<file path="config.mk">
export PLATFORM = sky130hd
export DESIGN_NAME = mux_n_stream
export DESIGN_NICKNAME = d
export VERILOG_FILES = /design/src/rtl/mux_n_stream.sv
export SDC_FILE = /design/constraint.sdc
export NUM_CORES = 1
export LEC_CHECK = 0
export ABC_AREA = 1
export BUFFER_PORTS_ARGS = -buffer_cell sky130_fd_sc_hd__buf_2
export CAP_MARGIN = 25
export CORE_MARGIN = 1.5
export CORE_UTILIZATION = 36
export CTS_CLUSTER_DIAMETER = 40
export DETAILED_ROUTE_END_ITERATION = 8
export GPL_ROUTABILITY_DRIVEN = 1
export GPL_TIMING_DRIVEN = 1
export PLACE_DENSITY = 0.64
export SYNTH_ARGS = -nofsm -noshare
export SYNTH_HDL_FRONTEND = slang
export SYNTH_SLANG_ARGS = --single-unit
export TNS_END_PERCENT = 20
</file>
<file path="constraint.sdc">
create_clock -name clk -period 1.2 [get_ports clk]
set_input_delay 0.18 -clock clk [delete_from_list [all_inputs] [get_ports clk]]
set_output_delay 0.18 -clock clk [all_outputs]
set_load 0.05 [all_outputs]
</file>
<file path="src/rtl/mux_n_stream.sv">
// N-channel valid/ready stream multiplexer with a registered output stage and a
// fixed-priority or round-robin arbiter. Define MUX_N_STREAM_SKID_EN to add a one-entry skid buffer.
module mux_n_stream #(
  parameter int unsigned WIDTH    = 32,
  parameter int unsigned CHANNELS = 4,
  parameter int unsigned ARB_MODE = 0,
  localparam int unsigned SEL_W   = (CHANNELS > 1) ? $clog2(CHANNELS) : 1
) (
  input  logic                      clk,
  input  logic                      rst_n,
  input  logic                      flush,
  input  logic [CHANNELS*WIDTH-1:0] in_data,
  input  logic [CHANNELS-1:0]       in_valid,
  output logic [CHANNELS-1:0]       in_ready,
  output logic [WIDTH-1:0]          out_data,
  output logic [SEL_W-1:0]          out_sel,
  output logic                      out_valid,
  input  logic                      out_ready
);

  logic                out_valid_q, out_valid_d;
  logic [WIDTH-1:0]    out_data_q, out_data_d;
  logic [SEL_W-1:0]    out_sel_q, out_sel_d;
  logic [SEL_W-1:0]    rr_ptr_q, rr_ptr_d;

  logic                load_en;
  logic                any_req;
  logic                xfer;
  logic [SEL_W-1:0]    grant_idx;
  logic [CHANNELS-1:0] grant;
  logic [WIDTH-1:0]    grant_data;

  // Channel index (base + off) reduced modulo CHANNELS; off is always < CHANNELS.
  function automatic logic [SEL_W-1:0] wrap_add(input logic [SEL_W-1:0] base,
                                                input int unsigned off);
    int unsigned s;
    s = 32'(base) + off;
    if (s >= CHANNELS) s = s - CHANNELS;
    return SEL_W'(s);
  endfunction

  // Arbiter: scan from the highest search position down so the first hit in
  // search order is the last one assigned.
  always_comb begin
    grant_idx = '0;
    grant     = '0;
    any_req   = |in_valid;
    if (ARB_MODE == 0) begin
      for (int unsigned k = 0; k < CHANNELS; k++) begin
        if (in_valid[CHANNELS-1-k]) grant_idx = SEL_W'(CHANNELS - 1 - k);
      end
    end else begin
      for (int unsigned k = 0; k < CHANNELS; k++) begin
        if (in_valid[wrap_add(rr_ptr_q, CHANNELS - 1 - k)]) begin
          grant_idx = wrap_add(rr_ptr_q, CHANNELS - 1 - k);
        end
      end
    end
    grant[grant_idx] = any_req;
    grant_data       = in_data[grant_idx*WIDTH +: WIDTH];
  end

  assign xfer     = load_en & any_req;
  assign in_ready = grant & {CHANNELS{load_en & rst_n}};
  assign rr_ptr_d = xfer ? wrap_add(grant_idx, 1) : rr_ptr_q;

`ifdef MUX_N_STREAM_SKID_EN
  logic             skid_valid_q, skid_valid_d;
  logic [WIDTH-1:0] skid_data_q, skid_data_d;
  logic [SEL_W-1:0] skid_sel_q, skid_sel_d;
  logic             out_adv;

  // Accepting depends only on registered skid occupancy, never on out_ready.
  assign load_en = ~skid_valid_q & ~flush;
  assign out_adv = ~out_valid_q | out_ready;

  always_comb begin
    out_valid_d  = out_valid_q;
    out_data_d   = out_data_q;
    out_sel_d    = out_sel_q;
    skid_valid_d = skid_valid_q;
    skid_data_d  = skid_data_q;
    skid_sel_d   = skid_sel_q;
    if (flush) begin
      out_valid_d  = 1'b0;
      skid_valid_d = 1'b0;
    end else if (out_adv) begin
      if (skid_valid_q) begin
        out_valid_d  = 1'b1;
        out_data_d   = skid_data_q;
        out_sel_d    = skid_sel_q;
        skid_valid_d = 1'b0;
      end else begin
        out_valid_d = xfer;
        if (xfer) begin
          out_data_d = grant_data;
          out_sel_d  = grant_idx;
        end
      end
    end else if (xfer) begin
      skid_valid_d = 1'b1;
      skid_data_d  = grant_data;
      skid_sel_d   = grant_idx;
    end
  end

  always_ff @(posedge clk or negedge rst_n) begin
    if (!rst_n) begin
      skid_valid_q <= 1'b0;
      skid_data_q  <= '0;
      skid_sel_q   <= '0;
    end else begin
      skid_valid_q <= skid_valid_d;
      skid_data_q  <= skid_data_d;
      skid_sel_q   <= skid_sel_d;
    end
  end
`else
  assign load_en = (~out_valid_q | out_ready) & ~flush;

  always_comb begin
    out_valid_d = out_valid_q;
    out_data_d  = out_data_q;
    out_sel_d   = out_sel_q;
    if (flush) begin
      out_valid_d = 1'b0;
    end else if (load_en) begin
      out_valid_d = any_req;
      if (any_req) begin
        out_data_d = grant_data;
        out_sel_d  = grant_idx;
      end
    end
  end
`endif

  always_ff @(posedge clk or negedge rst_n) begin
    if (!rst_n) begin
      out_valid_q <= 1'b0;
      out_data_q  <= '0;
      out_sel_q   <= '0;
      rr_ptr_q    <= '0;
    end else begin
      out_valid_q <= out_valid_d;
      out_data_q  <= out_data_d;
      out_sel_q   <= out_sel_d;
      rr_ptr_q    <= rr_ptr_d;
    end
  end

  assign out_valid = out_valid_q;
  assign out_data  = out_data_q;
  assign out_sel   = out_sel_q;

endmodule

</file>
==> flow_summary.json <==
{
  "startpoint": "out_valid",
  "cp.depth": 4,
  "insertion_delay_ps": 290,
  "ys_top_cells_by_area": "dfrtp_1, nand2_1, nand3_1",
  "nets": 857,
  "cts_inserted_buffers": 5,
  "tritoncts": "built",
  "dp_worst_setup_slack_ps": -153.0,
  "place_hpwl_um": 7152,
  "tightest_slew_ps": 469.2,
  "ys_ff_latch": 35,
  "end_kind": "primary output",
  "violations": "negative setup slack",
  "io_pins": 175,
  "power_density_mw_per_mm2": 1083,
  "crit_required_ps": 1020,
  "synthXorXnorAreaFrac_pct": 0,
  "endpoint": "in_ready[3]",
  "synth.avg_cell_area_sq_um": 5.775,
  "hold_start": "flush",
  "grt_start_max_net_pins": 39,
  "slew_headroom_pct": 68.72,
  "arrival_ps": 1300,
  "coreArea_sq_mm": 0.008341,
  "seq_area_frac_synth_pct": 27.88,
  "layout-drive-gt1-share_pct": 32.96,
  "fin_util_pct": 54.73,
  "h-tree-depth": 2,
  "rsz0062_at_grt": "true",
  "min_path_type": "primary input to flip-flop",
  "hold_ws_ps": 122.7,
  "track_usage_pct": 21.68,
  "area_growth_pct": 45.28,
  "synth_top_family_by_area": "simple AND/OR/NAND/NOR gates",
  "timing.rr.end": "out_data[26]",
  "die-area_sq_mm": 0.009297,
  "post_drt_wl_per_cell_um": 12.34,
  "crit_chain": "a21oi_4, nand2_4, nor3_4, buf_6",
  "rows": 33,
  "path_max_fanout": 4,
  "dp.cells": 809,
  "worst_clock_skew_ps": 7.857,
  "synthAdderAreaFrac_pct": 0,
  "hold_viol": 0,
  "path_class": "flip-flop to primary output",
  "synth_top_flop_cell": "dfrtp_1",
  "port_buffers": 174,
  "grt_antenna_before_repair": 0,
  "multiInputGateArea_sq_mm": 0.001584,
  "drt_first_pass_iters": 4,
  "stdcell_count": 827,
  "grt_overflow": 0,
  "rrSetupSlack_ps": -220,
  "vias": 3848,
  "initial_core_util_pct": 37.67,
  "outcome": "finished with violations",
  "cpMaxStageDelayCell": "dfrtp_2",
  "synth_top_cell_area_share_pct": 27.88,
  "placed_area_sq_mm": 0.004194,
  "ys_async_sr_fraction_pct": 100.0,
  "via_per_inst": 4.653,
  "cpPeakStageDelay_ps": 420,
  "power.total_mw": 4.944,
  "synthCells": 544,
  "clk_pin_slew_ps": 80,
  "die_x_um": 96.42,
  "grt_pass1_vias": 3343,
  "drtIter0Drc": 160,
  "routed_wl_um": 10210,
  "critical-path-top-delay-family": "flip-flops",
  "fin_crit_sh_pct": 123.4,
  "fmax_mhz": 675.5,
  "yosysUniqueCellTypes": 19,
  "synth.mux.area_fraction_pct": 0,
  "start_kind": "flip-flop",
  "syn_nets": 680,
  "r2r-start": "out_valid",
  "clockBufferDepth": 2,
  "setup_viol": 38,
  "drc": 0,
  "n_fill_cell": 868,
  "p_leak_nw": 3.038,
  "syn_area_sq_mm": 0.003142,
  "synth_simple_gate_area_share_pct": 47.35,
  "period_minus_slack_ps": 1480,
  "die_height_um": 96.42,
  "synth-compound-area-share_pct": 0.6372,
  "ir_drop_mv": 0.4945,
  "regArea_sq_um": 877.1,
  "stdcell_area_sq_mm": 0.004564,
  "insertedDiodeCount": 0,
  "place.gp.congestion": 0.7944,
  "ff2ff_path_depth": 9,
  "fin_setup_tns_ps": -6765,
  "ys_warn_count": 0,
  "slew_viol_final": 0,
  "drtAntennaViolNets": 0,
  "cts_root_buffer": "clkbuf_8",
  "cp_num_buf_inv": 1,
  "grt_pass1_wl_um": 15670,
  "synth-edff-count": 0,
  "cap_viol_max_count": 0,
  "numClockSinks": 35,
  "layout_setup_ws_ps": -280.4,
  "yosysTopAreaCell": "dfrtp_1"
}
-- per-layer routing --
metal / global-route usage (%) / vias to the layer above / share of wire, %
li1: - / 1963 / -
met2: 37.15 / 153 / 48
met3: 3.599 / 16 / 7.2
met4: 7.488 / 0 / 1.7
met1: 27.57 / 1716 / 43
met5: 0 / - / 0
-- power by group --
part / switching (mW) / total [mW] / internal (mW)
registers: 0.137 / 1.52 / 1.39
logic: 1.54 / 2.30 / 0.764
clock network: 0.444 / 1.12 / 0.673
total: 2.12 / 4.94 / 2.82
-- how the worst min path moves through the flow --
stage,depth (start not counted),slack [ps],end
finish,2,120,out_valid
global route,2,120,out_valid
CTS,2,120,out_valid
detailed placement,2,310,out_data[9]
global placement,2,310,out_data[9]
floorplan,0,-120,out_data[0]
-- cells in the final DEF (no fill, tap or decap), drive strengths merged --
cell type    count
buf            201
clkinv           1
inv            135
bufinv           1
nor2             4
clkbuf           8
nand3          128
dlygate4sd3      1
a21oi            1
dfrtp           35
nand2          201
nor3             3
o21ai            3
-- synth_stat cells (2+ instances only) --
cell type  number
nor2_1          2
nand2_1       198
dfrtp_1        35
o21ai_0         2
nand3_1       119
buf_4          12
inv_2           2
nand2_2         3
nor3_1          3
buf_6           8
nand3_2         9
buf_2          13
inv_1         132
-- flip-flops by register name, indices dropped and copies added, names as in the netlist --
signal	cells
out_valid	1
out_sel	2
out_data	32
-- worst reg2reg max path, delay by kind of cell, from the launching register on --
| family | cells | cell delay, ps |
|---|---|---|
| buffers and inverters | 5 | 570 |
| flip-flops | 1 | 420 |
| AND/OR/NAND/NOR | 3 | 200 |
| AO/OA/AOI/OAI | 1 | 160 |
-- area by class of cell --
type | count | share of cell area [%]
clock buffers | 6 | 1.809
clock inverters | 2 | 0.7675
flip-flops and latches | 35 | 19.22
multi-input cells | 340 | 34.70
inverters | 135 | 11.32
well taps | 105 | 2.878
repair buffers | 204 | 29.30
-- cells by family after synthesis --
group           count (synthesis)
simple gates                  336
compound gates                  4
flops                          35
buf+inv                       169
-- repair_timing --
item,in CTS,in global routing
gates resized for setup,16,14
hold buffers,1,0
setup endpoints to repair,39,40
pin swaps,3,2
hold endpoints to repair,18,0
setup buffers,4,3
cloned,2,2
No activity file was read; power rests on OpenSTA's default activity.
